<file path="src/rtl/hall_conditioner.sv">
// Hall sensor front end: synchronizes and debounces the raw Hall code, rejects illegal codes,
// and derives direction, signed step position and commutation period for one BLDC motor.
module hall_conditioner #(
  parameter int FILTER_CYCLES = 8,
  parameter int PERIOD_WIDTH  = 16,
  parameter int COUNT_WIDTH   = 16
) (
  input  logic                    clock,
  input  logic                    reset_n,
  input  logic [2:0]              h_raw,
  input  logic                    clear_count,
  output logic [2:0]              h,
  output logic                    h_valid,
  output logic                    fault,
  output logic                    dir,
  output logic                    edge_pulse,
  output logic [COUNT_WIDTH-1:0]  position,
  output logic [PERIOD_WIDTH-1:0] period,
  output logic                    period_valid,
  output logic                    stalled
);

  localparam int STAB_W = (FILTER_CYCLES > 1) ? $clog2(FILTER_CYCLES) : 1;
  localparam logic [STAB_W-1:0]       STAB_MAX  = STAB_W'(FILTER_CYCLES - 1);
  localparam logic [PERIOD_WIDTH-1:0] TIMER_MAX = {PERIOD_WIDTH{1'b1}};
  localparam logic [PERIOD_WIDTH-1:0] TIMER_PRE = TIMER_MAX - PERIOD_WIDTH'(1);

  logic [2:0]              sync_a;
  logic [2:0]              sync_s;
  logic [2:0]              cand;
  logic [STAB_W-1:0]       stab;
  logic [2:0]              acc_code;
  logic [PERIOD_WIDTH-1:0] timer;
  logic                    ref_armed;

  logic       accept;
  logic       code_legal;
  logic [2:0] idx_old;
  logic [2:0] idx_new;
  logic [2:0] idx_fwd;
  logic [2:0] idx_rev;
  logic       step_fwd;
  logic       step_rev;
  logic       counted;
  logic       skipped;
  logic       first_legal;
  logic       illegal;
  logic       timer_rst;
  logic       timer_sat;

  // position of a legal code in the forward commutation sequence
  function automatic logic [2:0] seq_idx(input logic [2:0] code);
    logic [2:0] idx;
    case (code)
      3'b001:  idx = 3'd0;
      3'b011:  idx = 3'd1;
      3'b010:  idx = 3'd2;
      3'b110:  idx = 3'd3;
      3'b100:  idx = 3'd4;
      3'b101:  idx = 3'd5;
      default: idx = 3'd0;
    endcase
    return idx;
  endfunction

  always_ff @(posedge clock or negedge reset_n) begin
    if (!reset_n) begin
      sync_a   <= 3'b000;
      sync_s   <= 3'b000;
      cand     <= 3'b000;
      stab     <= '0;
      acc_code <= 3'b000;
    end else begin
      sync_a <= h_raw;
      sync_s <= sync_a;
      if (sync_s != cand) begin
        cand <= sync_s;
        stab <= '0;
      end else if (accept) begin
        acc_code <= cand;
      end else if (stab != STAB_MAX) begin
        stab <= stab + STAB_W'(1);
      end
    end
  end

  // acc_code rather than h is the reference, so an illegal code held on the pins is taken once
  always_comb begin
    accept      = (sync_s == cand) && (stab == STAB_MAX) && (cand != acc_code);
    code_legal  = (cand != 3'b000) && (cand != 3'b111);
    idx_old     = seq_idx(h);
    idx_new     = seq_idx(cand);
    idx_fwd     = (idx_old == 3'd5) ? 3'd0 : idx_old + 3'd1;
    idx_rev     = (idx_old == 3'd0) ? 3'd5 : idx_old - 3'd1;
    step_fwd    = (idx_new == idx_fwd);
    step_rev    = (idx_new == idx_rev);
    illegal     = accept && !code_legal;
    first_legal = accept && code_legal && !h_valid;
    counted     = accept && code_legal && h_valid && (step_fwd || step_rev);
    skipped     = accept && code_legal && h_valid && !(step_fwd || step_rev);
    timer_rst   = counted || first_legal || skipped;
    timer_sat   = (timer == TIMER_MAX);
  end

  always_ff @(posedge clock or negedge reset_n) begin
    if (!reset_n) begin
      h          <= 3'b000;
      h_valid    <= 1'b0;
      fault      <= 1'b0;
      dir        <= 1'b1;
      edge_pulse <= 1'b0;
      position   <= '0;
    end else begin
      edge_pulse <= counted;
      if (illegal) begin
        h       <= 3'b000;
        h_valid <= 1'b0;
        fault   <= 1'b1;
      end else if (accept) begin
        h       <= cand;
        h_valid <= 1'b1;
      end
      if (skipped) begin
        fault <= 1'b1;
      end
      if (counted) begin
        dir <= step_fwd;
      end
      if (clear_count) begin
        position <= '0;
      end else if (counted) begin
        position <= step_fwd ? position + COUNT_WIDTH'(1) : position - COUNT_WIDTH'(1);
      end
    end
  end

  // a saturated timer disarms the reference, so the first step after a stall reports no period
  always_ff @(posedge clock or negedge reset_n) begin
    if (!reset_n) begin
      timer        <= '0;
      ref_armed    <= 1'b0;
      stalled      <= 1'b0;
      period       <= '0;
      period_valid <= 1'b0;
    end else begin
      period_valid <= counted && ref_armed && !timer_sat;
      if (counted && ref_armed && !timer_sat) begin
        period <= timer + PERIOD_WIDTH'(1);
      end
      if (timer_rst) begin
        timer <= '0;
      end else if (!timer_sat) begin
        timer <= timer + PERIOD_WIDTH'(1);
      end
      if (counted || first_legal) begin
        ref_armed <= 1'b1;
      end else if (illegal || skipped || (timer == TIMER_PRE)) begin
        ref_armed <= 1'b0;
      end
      if (counted) begin
        stalled <= 1'b0;
      end else if (!timer_rst && (timer == TIMER_PRE)) begin
        stalled <= 1'b1;
      end
    end
  end

endmodule

</file>
<file path="config.mk">
export PLATFORM = sky130hd
export DESIGN_NAME = hall_conditioner
export DESIGN_NICKNAME = d
export VERILOG_FILES = /design/src/rtl/hall_conditioner.sv
export SDC_FILE = /design/constraint.sdc
export NUM_CORES = 1
export LEC_CHECK = 0
export ABC_AREA = 1
export BUFFER_PORTS_ARGS = -buffer_cell sky130_fd_sc_hd__buf_2
export CAP_MARGIN = 10
export CORE_AREA = 2 2 88 90
export CTS_CLUSTER_SIZE = 12
export DETAILED_ROUTE_END_ITERATION = 7
export DIE_AREA = 0 0 90 92
export PLACE_DENSITY = 0.91
export SYNTH_ARGS = -nofsm -noshare
export SYNTH_HDL_FRONTEND = slang
export SYNTH_SLANG_ARGS = --single-unit
</file>
<file path="constraint.sdc">
create_clock -name clock -period 4.5 [get_ports clock]
set_input_delay 0.225 -clock clock [delete_from_list [all_inputs] [get_ports clock]]
set_output_delay 0.225 -clock clock [all_outputs]
set_load 0.05 [all_outputs]
</file>
==> impl_metrics.env, run 1 <==
export IMPL_tightest_slew_ns=0.9801
export IMPL_p_total_w=0.001316
export IMPL_grt_overflow=0
export IMPL_cts_buffer_depth=2
export IMPL_drive_gt1_share_pct=20.39
export IMPL_antenna_found_initial=0
export IMPL_cp_max_fo=20
export IMPL_fill_cells=631
export IMPL_worstPathArrival_ns=3.69
export IMPL_ff2ff_path_depth=16
export IMPL_grtUsageTotal_pct=23.45
export IMPL_cts_buffers=9
export IMPL_startpoint_type="flop"
export IMPL_die_area_um2=8280
export IMPL_synth_commonest_cells="nand2_1 (123), dfrtp_1 (72), nand3_1 (47)"
export IMPL_yosys_warnings=0
export IMPL_multi_input_area_um2=2137
export IMPL_syn_cell_area_um2=4273
export IMPL_placed_area_um2=4544
export IMPL_fp_row_count=32
export IMPL_totalWireLength_um=8966
export IMPL_crit_reg2reg_launch="h[2]"
export IMPL_maxCapViolations=0
export IMPL_dieWidth_um=90
export IMPL_core_area_um2=7447
export IMPL_grt_pass1_vias=3507
export IMPL_crit_required_ns=4.74
export IMPL_crit_end="position[9]"
export IMPL_slowest_stage="nand3_1"
export IMPL_ctsHtreeMaxLevel=3
export IMPL_synth_distinct_cells=40
export IMPL_synth_seq_cells=73
export IMPL_period_minus_slack_ns=3.443
export IMPL_grt_max_degree=48
export IMPL_initial_core_util_pct=57.38
export IMPL_startpoint="h[2]"
export IMPL_portBuffers=46
export IMPL_syn_avg_cell_area_um2=8.461
export IMPL_ant_nets=0
export IMPL_synthFlopType="dfrtp_1"
export IMPL_layout_nets=581
export IMPL_finalHoldViolations=0
export IMPL_grt_pass1_wl_um=15860
export IMPL_slew_limit_headroom_pct=34.66
export IMPL_drt_iter0_drc=250
export IMPL_r2r_slack_ns=1.06
export IMPL_root_buffer="clkbuf_8"
export IMPL_antennaDiodeCount=0
export IMPL_synth_async_reset_ratio_pct=100.0
export IMPL_setup_viol_count_final=0
export IMPL_slew_violations=0
export IMPL_synth_area_leaders="dfrtp_1 (42%), nand2_1 (11%), ha_1 (5.9%), nand3_1 (5.5%), inv_1 (4.0%)"
export IMPL_cpPeakStageDelay_ns=0.66
export IMPL_clock_fmax_mhz=290.4
export IMPL_hold_ws_ns=0.02339
export IMPL_synth_edf_count=0
export IMPL_post_synth_top_count_cell="nand2_1"
export IMPL_ios=47
export IMPL_critical_path_class="reg -> reg"
export IMPL_routed_via_density=5.356
export IMPL_first_pass_iters=5
export IMPL_synth_top_area_share_pct=42.17
export IMPL_final_area_um2=4778
export IMPL_chipHeight_um=92
export IMPL_clkTransAtPathRegs_ns=0.08
export IMPL_path_common_cell="nand2_1"
export IMPL_vias=3540
export IMPL_drt_wirelength_per_cell_um=13.56
export IMPL_yosysTopAreaCell="dfrtp_1"
export IMPL_drc=0
export IMPL_netlist_instances=505
export IMPL_hp_class="in -> async"
export IMPL_status="finished, final reports clean"
export IMPL_finClkSkew_ns=0.009747
export IMPL_setup_tns_ns=0
export IMPL_area_delta_synth_final_pct=11.83
export IMPL_grt_setup_unrepaired="false"
export IMPL_end_kind="flop"
export IMPL_cts_tree="done"
export IMPL_post_dp_hpwl_um=6481
export IMPL_vdd_drop_max_mv=0.2396
export IMPL_p_leak_nw=2.616
export IMPL_seq_area_frac_synth_pct=42.78
export IMPL_path_cells="inv_1 > nand2_1 > nand3_1 > nand2_1 > nor2_1 > nand3_1 > ha_1 > or2_2 > nand4_1 > nand3_1 > nand2_1 > nand2_1 > nand2_1 > nand2_1 > nand2_1 > nand2_1"
export IMPL_cts_sinks=73
export IMPL_powerDensity_nw_per_um2=275.4
export IMPL_r2r_end="position[9]"
export IMPL_gp_congestion=0.9409
export IMPL_post_route_period_util_pct=76.52
export IMPL_regArea_um2=1828
export IMPL_clk_latency_ns=0.36
export IMPL_syn_nets=532
export IMPL_cts_resized_gates=0
==> registers in the layout, summed over array words and instances, names as in the netlist, 3 cells and up <==
signal / flops
sync_a: 3
sync_s: 3
h: 3
cand: 3
acc_code: 3
stab: 3
period: 16
timer: 16
position: 16
==> worst min-delay path by stage <==
stage	cells past startpoint	from	to	slack, ns
after floorplan	0	reset_n	acc_code[0]	-0.07
after global placement	0	sync_a[2]	sync_s[2]	0.33
after detailed placement	1	h_raw[1]	sync_a[1]	0.34
after CTS	1	reset_n	period[11]	0.06
after global routing	1	reset_n	period[14]	0.10
final	1	reset_n	period[14]	0.02
==> layer usage <==
layer | vias up | global-route usage (%) | wire, um
li1 | 1745 | - | -
met1 | 1674 | 29.64 | 3690
met2 | 107 | 39.22 | 4613
met3 | 14 | 5.177 | 485
met4 | 0 | 9.744 | 177
met5 | - | 0 | 0
==> area by class of cell <==
class	instances	area share (%)
Clock inverter	5	1.309
Clock buffer	11	2.959
Inverter	55	4.478
Sequential cell	73	38.26
Timing Repair Buffer	50	5.604
Tap cell	102	2.671
Multi-Input combinational cell	365	44.72
==> repair_timing <==
item,in CTS,in global routing
endpoints found under the setup margin,0,0
setup buffers,0,0
hold buffers,3,0
endpoints found under the hold margin,3,0
==> worst max-delay path, delay by kind of cell, from the launching register on <==
kind | cells | cell delay, ns
adder cells (fa/ha/maj) | 1 | 0.64
buffers and inverters | 1 | 0.15
flip-flops | 1 | 0.43
AND/OR/NAND/NOR | 14 | 2.10
==> cell families after synthesis <==
kind of cell | count (synthesis) | synth area share (%)
buffers and inverters | 67 | 7.204
AO/OA/AOI/OAI | 77 | 11.19
AND/OR/NAND/NOR | 238 | 26.56
flip-flops | 73 | 42.78
XOR/XNOR | 29 | 5.944
adder cells (fa/ha/maj) | 21 | 6.325
==> where the power goes <==
part / switching (W) / total, W / internal, W
clock: 0.000264 / 0.000539 / 0.000274
combinational: 0.0000771 / 0.000111 / 0.0000342
sequential: 0.00000590 / 0.000666 / 0.000660
total: 0.000347 / 0.00132 / 0.000969
==> placed cells by master, fill, tap and decap left out, drive strengths merged <==
| cell | synthesis | routed |
|---|---|---|
| o22ai | 2 | 2 |
| or2 | 1 | 1 |
| buf | 7 | 47 |
| inv | 54 | 55 |
| clkinv | 1 | 2 |
| o21bai | 2 | 2 |
| nor4 | 1 | 1 |
| a21oi | 16 | 16 |
| dfstp | 1 | 1 |
| clkbuf | 5 | 11 |
| and2 | 1 | 1 |
| xor2 | 13 | 13 |
| nand2 | 133 | 133 |
| nor3 | 2 | 2 |
| a21boi | 1 | 1 |
| nand3 | 51 | 51 |
| dfrtp | 72 | 72 |
| bufinv | 0 | 1 |
| nand4 | 6 | 6 |
| nor3b | 1 | 1 |
| a31oi | 2 | 2 |
| xnor2 | 16 | 16 |
| nand3b | 3 | 3 |
| o21ai | 52 | 52 |
| clkinvlp | 0 | 2 |
| dlygate4sd3 | 0 | 3 |
| ha | 20 | 20 |
| fa | 1 | 1 |
| a21o | 2 | 2 |
| nor2 | 39 | 39 |
==> through the flow <==
step	worst slack (ns)	instances	util (%)
after floorplan	1.276	505	-
after global placement	1.267	642	61.02
after detailed placement	1.099	642	61.02
after CTS	1.065	661	64.16
after global routing	0.6921	661	64.16
final	1.057	661	64.16
Note: power is estimated with default switching activity, not from simulation.
==> inputs of run 2 (changes only) <==
--- a/config.mk
+++ b/config.mk
@@ -8,11 +8,11 @@
 export ABC_AREA = 1
 export BUFFER_PORTS_ARGS = -buffer_cell sky130_fd_sc_hd__buf_2
 export CAP_MARGIN = 10
-export CORE_AREA = 2 2 88 90
+export CORE_AREA = 2 2 89 91
 export CTS_CLUSTER_SIZE = 12
 export DETAILED_ROUTE_END_ITERATION = 7
-export DIE_AREA = 0 0 90 92
-export PLACE_DENSITY = 0.91
+export DIE_AREA = 0 0 91 93
+export PLACE_DENSITY = 0.89
 export SYNTH_ARGS = -nofsm -noshare
 export SYNTH_HDL_FRONTEND = slang
 export SYNTH_SLANG_ARGS = --single-unit
==> constraint.sdc (replaced) <==
create_clock -name clock -period 3.2 [get_ports clock]
set_input_delay 0.16 -clock clock [delete_from_list [all_inputs] [get_ports clock]]
set_output_delay 0.16 -clock clock [all_outputs]
set_load 0.05 [all_outputs]
==> run 2 against run 1 <==
Critical path depth is 1 lower. Non-clock buffer count is 2 higher. Cell count is 0.30% higher. Die area is 2.2% higher. Sequential power is 41% higher. Sequential cell count stayed put. Routed wire length is 0.50% higher. Power is 30% higher. Critical path type unchanged.
==> impl_metrics.env, run 2 (synthesis results as in run 1) <==
export IMPL_status="finished, final reports clean"
export IMPL_crit_required_ns=3.43
export IMPL_antennaDiodeCount=0
export IMPL_totalWireLength_um=9011
export IMPL_path_cells="inv_1 > nand2_1 > nand3_1 > nand2_1 > nor2_1 > nand3_2 > buf_4 > ha_1 > nand2_1 > nor4_1 > nand2_1 > nand2_1 > nand2_1 > nand2_1 > o21ai_2"
export IMPL_switching_power_w=0.0004552
export IMPL_drc=0
export IMPL_combPwrFrac_pct=9.3
export IMPL_fin_ws_ns=0.2727
export IMPL_gp_congestion=0.9258
export IMPL_cts_buffer_depth=2
export IMPL_grt_max_degree=52
export IMPL_fill_cells=667
export IMPL_clkTransAtPathRegs_ns=0.08
export IMPL_cell_internal_pwr_w=0.001259
export IMPL_setup_viol_count_final=0
export IMPL_cp_max_fo=12
export IMPL_chipHeight_um=93
export IMPL_routed_via_density=5.389
export IMPL_fp_row_count=32
export IMPL_grt_setup_unrepaired="false"
export IMPL_grt_pass1_vias=3376
export IMPL_first_pass_iters=4
export IMPL_powerDensity_nw_per_um2=360.7
export IMPL_post_route_period_util_pct=91.48
export IMPL_grt_overflow=0
export IMPL_dp_slack_ns=0.3302
export IMPL_fin_util_pct=63.15
export IMPL_grtUsageTotal_pct=22.97
export IMPL_setup_tns_ns=0
export IMPL_cts_tree="done"
export IMPL_period_minus_slack_ns=2.927
export IMPL_slowest_stage="dfrtp_1"
export IMPL_portBuffers=46
export IMPL_cp_buffers_inverters=2
export IMPL_clock_fmax_mhz=341.6
export IMPL_hp_class="in -> async"
export IMPL_ios=47
export IMPL_grt_pass1_wl_um=15460
export IMPL_end_kind="flop"
export IMPL_p_leak_nw=2.608
export IMPL_ctsHtreeMaxLevel=3
export IMPL_finalHoldViolations=0
export IMPL_cts_buffers=9
export IMPL_tightest_slew_ns=0.6448
export IMPL_swShare_pct=26.55
export IMPL_path_common_cell="nand2_1"
export IMPL_initial_core_util_pct=56.77
export IMPL_largestRegisters="period (16), position (16), timer (16)"
export IMPL_vdd_drop_max_mv=0.2283
export IMPL_worstPathArrival_ns=3.16
export IMPL_clk_latency_ns=0.35
export IMPL_core_area_um2=7527
export IMPL_cts_sinks=73
export IMPL_critical_path_class="reg -> reg"
export IMPL_seq_power_share_pct=54.7
export IMPL_vias=3573
export IMPL_p_total_w=0.001714
export IMPL_layout_nets=583
export IMPL_ant_nets=0
export IMPL_root_buffer="clkbuf_8"
export IMPL_maxCapViolations=0
export IMPL_slew_limit_headroom_pct=57.01
export IMPL_post_cts_setup_buffers=0
export IMPL_die_area_um2=8463
export IMPL_startpoint_type="flop"
export IMPL_area_delta_synth_final_pct=11.24
export IMPL_drt_wirelength_per_cell_um=13.59
export IMPL_clock_power_share_pct=36.0
export IMPL_drt_iter0_drc=151
export IMPL_finClkSkew_ns=0.01160
export IMPL_final_common_cell="nand2_1"
export IMPL_dieWidth_um=91
export IMPL_cpPeakStageDelay_ns=0.42
export IMPL_final_cell_mix="nand2_1 (123), dfrtp_1 (72), inv_1 (46), nand3_1 (46), buf_2 (46)"
export IMPL_path_delay_family="simple AND/OR/NAND/NOR gates"
export IMPL_drive_gt1_share_pct=20.14
export IMPL_slew_violations=0
export IMPL_post_dp_hpwl_um=6383
export IMPL_antenna_found_initial=0
-- run 2: worst paths after layout --
kind,startpoint,to,slack [ns],cells after the start
max,h[2],position[13],0.27,15
min,reset_n,period[10],0.29,2
max reg2reg,h[2],position[13],0.27,15
min reg2reg,sync_a[2],sync_s[2],0.35,0
max in group asynchronous,reset_n,position[9],1.89,3
min in group clock,sync_a[2],sync_s[2],0.35,0
-- run 2: layout make-up --
class | count | area, um2 | share of cell area (%)
multi-input combinational | 365 | 2142 | 45.06
clock buffer | 13 | 138.9 | 2.922
tap | 102 | 127.6 | 2.685
sequential | 73 | 1828 | 38.46
inverter | 55 | 214.0 | 4.501
timing repair buffer | 52 | 285.3 | 6.002
clock inverter | 3 | 17.52 | 0.3685
-- run 2: through the flow --
step	cell area (um2)	std cells	hold slack [ns]
final	4753	663	0.2944
after detailed placement	4557	643	0.1418
after global routing	4753	663	0.3292
after CTS	4753	663	0.2970
after floorplan	4278	505	-0.1356
after global placement	4557	643	0.1424
-- run 2: layer usage --
metal | vias up | wire (um) | GRT usage [%] | part of all wire, %
met5 | - | 0 | 0 | 0
li1 | 1748 | - | - | -
met2 | 116 | 4430 | 38.21 | 49
met1 | 1686 | 3873 | 29.04 | 43
met4 | 0 | 215 | 10.10 | 2.4
met3 | 23 | 492 | 4.996 | 5.5
-- run 2: repair_timing --
item                                   4_1_cts  5_1_grt
hold buffers                                 4        0
gates resized for setup                      0        0
endpoints found under the hold margin       25        0
-- run 2: power groups by stage --
stage	Clock, W	Sequential, W	Combinational (W)
final	0.000618	0.000937	0.000159
after detailed placement	0	0.000955	0.000153
after global placement	0	0.000954	0.000151
after global routing	0.000680	0.000938	0.000180
after CTS	0.000639	0.000937	0.000159
after floorplan	0	0.000950	0.000118
==> inputs of run 3 (changes only) <==
==> config.mk (replaced) <==
export PLATFORM = sky130hd
export DESIGN_NAME = hall_conditioner
export DESIGN_NICKNAME = d
export VERILOG_FILES = /design/src/rtl/hall_conditioner.sv
export SDC_FILE = /design/constraint.sdc
export NUM_CORES = 1
export LEC_CHECK = 0
export ABC_AREA = 1
export CAP_MARGIN = 10
export CORE_AREA = 2 2 88 90
export CTS_CLUSTER_SIZE = 12
export DETAILED_ROUTE_END_ITERATION = 7
export DIE_AREA = 0 0 90 92
export DONT_BUFFER_PORTS = 1
export HOLD_SLACK_MARGIN = 0.08
export PLACE_DENSITY = 0.85
export SYNTH_ARGS = -nofsm -noshare
export SYNTH_HDL_FRONTEND = slang
export SYNTH_SLANG_ARGS = --single-unit
==> run 3 against run 2 <==
Clock skew is essentially flat. Sequential share of layout area increased by 1.3 points. Routed wire length down 5.8%. Sequential power about the same. Critical endpoint is now position[15].
==> impl_metrics.env, run 3 (synthesis results as in run 1) <==
export IMPL_antennaDiodeCount=0
export IMPL_gp_congestion=0.9453
export IMPL_tightest_slew_ns=0.6233
export IMPL_cts_sinks=73
export IMPL_grt_max_degree=74
export IMPL_powerDensity_nw_per_um2=387.0
export IMPL_die_area_um2=8280
export IMPL_initial_core_util_pct=57.38
export IMPL_post_cts_setup_buffers=0
export IMPL_portBuffers=0
export IMPL_largestRegisters="period (16), position (16), timer (16)"
export IMPL_first_pass_iters=5
export IMPL_ant_nets=0
export IMPL_drt_wirelength_per_cell_um=13.70
export IMPL_dieWidth_um=90
export IMPL_hp_class="in -> reg"
export IMPL_ctsHtreeMaxLevel=3
export IMPL_grt_pass1_vias=3242
export IMPL_area_delta_synth_final_pct=7.701
export IMPL_maxCapViolations=0
export IMPL_cts_buffer_depth=2
export IMPL_antenna_found_initial=0
export IMPL_cts_buffers=9
export IMPL_fp_row_count=32
export IMPL_chipHeight_um=92
export IMPL_totalWireLength_um=8491
export IMPL_slew_violations=0
export IMPL_grt_setup_unrepaired="false"
export IMPL_root_buffer="clkbuf_8"
export IMPL_final_common_cell="nand2_1"
export IMPL_drt_iter0_drc=115
export IMPL_drc=0
export IMPL_crit_required_ns=3.42
export IMPL_vias=3387
export IMPL_setup_tns_ns=0
export IMPL_critical_path_class="reg -> reg"
export IMPL_grt_pass1_wl_um=14720
export IMPL_core_area_um2=7447
export IMPL_period_minus_slack_ns=2.860
export IMPL_clkTransAtPathRegs_ns=0.09
export IMPL_drive_gt1_share_pct=14.29
export IMPL_worstPathArrival_ns=3.08
export IMPL_post_dp_hpwl_um=6096
export IMPL_setup_viol_count_final=0
export IMPL_finalHoldViolations=0
export IMPL_startpoint_type="flop"
export IMPL_final_cell_mix="nand2_1 (123), dfrtp_1 (72), inv_1 (46), nand3_1 (46), nor2_1 (31)"
export IMPL_clock_fmax_mhz=349.7
export IMPL_fill_cells=646
export IMPL_finClkSkew_ns=0.01111
export IMPL_end_kind="flop"
export IMPL_status="finished, final reports clean"
export IMPL_cp_max_fo=12
export IMPL_post_route_period_util_pct=89.37
export IMPL_fin_util_pct=61.79
export IMPL_slew_limit_headroom_pct=58.45
export IMPL_grtUsageTotal_pct=22.02
export IMPL_cts_tree="done"
export IMPL_grt_overflow=0
export IMPL_layout_nets=540
export IMPL_vdd_drop_max_mv=0.2333
export IMPL_clk_latency_ns=0.35
export IMPL_p_leak_nw=2.394
export IMPL_routed_via_density=5.463
export IMPL_ios=47
run 3: cell types whose count changed in the layout (fill, tap and decap cells not counted), sizes merged:
cell,before,now
clkinvlp,1,2
clkbuf,13,9
inv,54,57
buf,48,5
run 3: final cells by class:
cell class	count	area (um2)	area share, %
Tap cell	102	127.6	2.773
Sequential cell	73	1828	39.72
Clock inverter	7	61.31	1.332
Multi-Input combinational cell	365	2150	46.71
Clock buffer	9	123.9	2.692
Inverter	55	214.0	4.649
Timing Repair Buffer	9	97.59	2.121
run 3: metal layers:
| metal | vias up | GRT usage (%) | share of wire (%) |
|---|---|---|---|
| li1 | 1668 | - | - |
| met1 | 1615 | 26.72 | 43 |
| met2 | 91 | 38.41 | 49 |
| met3 | 13 | 6.245 | 6.0 |
| met4 | 0 | 6.282 | 1.5 |
| met5 | - | 0 | 0 |
run 3: per-stage QoR:
stage	area, um2	setup slack [ns]	hold slack, ns	power, W	instances
5_1_grt	4602	0.04523	0.3317	0.001869	620
4_1_cts	4594	0.2507	0.3349	0.001798	620
6_report	4602	0.3400	0.3505	0.001781	620
3_3_place_gp	4342	0.3504	-0.1341	0.001084	599
3_5_place_dp	4342	0.2964	-0.1341	0.001086	599
2_1_floorplan	4278	0.1971	-0.1356	0.001067	505
run 3: path summary, 6_finish.rpt:
check | start | endpoint | slack (ns) | depth (start not counted)
worst min-delay path | clear_count | position[1] | 0.35 | 3
min in group asynchronous | reset_n | period[12] | 0.36 | 2
worst min register to register | sync_a[2] | sync_s[2] | 0.36 | 0
worst max-delay path | cand[1] | position[15] | 0.34 | 17
max in group asynchronous | reset_n | dir | 2.52 | 2
worst max register to register | cand[1] | position[15] | 0.34 | 17
run 3: worst max-delay path, stage by stage (launching register included):
cell and delay (ns):
dfrtp_1 0.52, inv_2 0.14, nand2_1 0.05, nand2_1 0.07
nand2_1 0.05, nor2_1 0.25, nand3_4 0.23, buf_4 0.23
ha_1 0.37, nand2_1 0.11, inv_1 0.08, nand2_1 0.07
nor3_1 0.20, nand2_1 0.08, nand2_1 0.06, nand3_1 0.08
nand2_1 0.07, o21ai_1 0.06
run 3: where the power goes:
part / switching [W] / internal [W] / total, W
registers: 0.00000831 / 0.000928 / 0.000936
logic: 0.000107 / 0.0000514 / 0.000158
clock network: 0.000392 / 0.000295 / 0.000686
total: 0.000507 / 0.00127 / 0.00178
run 3: what timing repair did:
action                     CTS  global route
hold endpoints to repair    76             0
resized for setup            0             1
hold buffers                 5             0
setup endpoints to repair    0             2
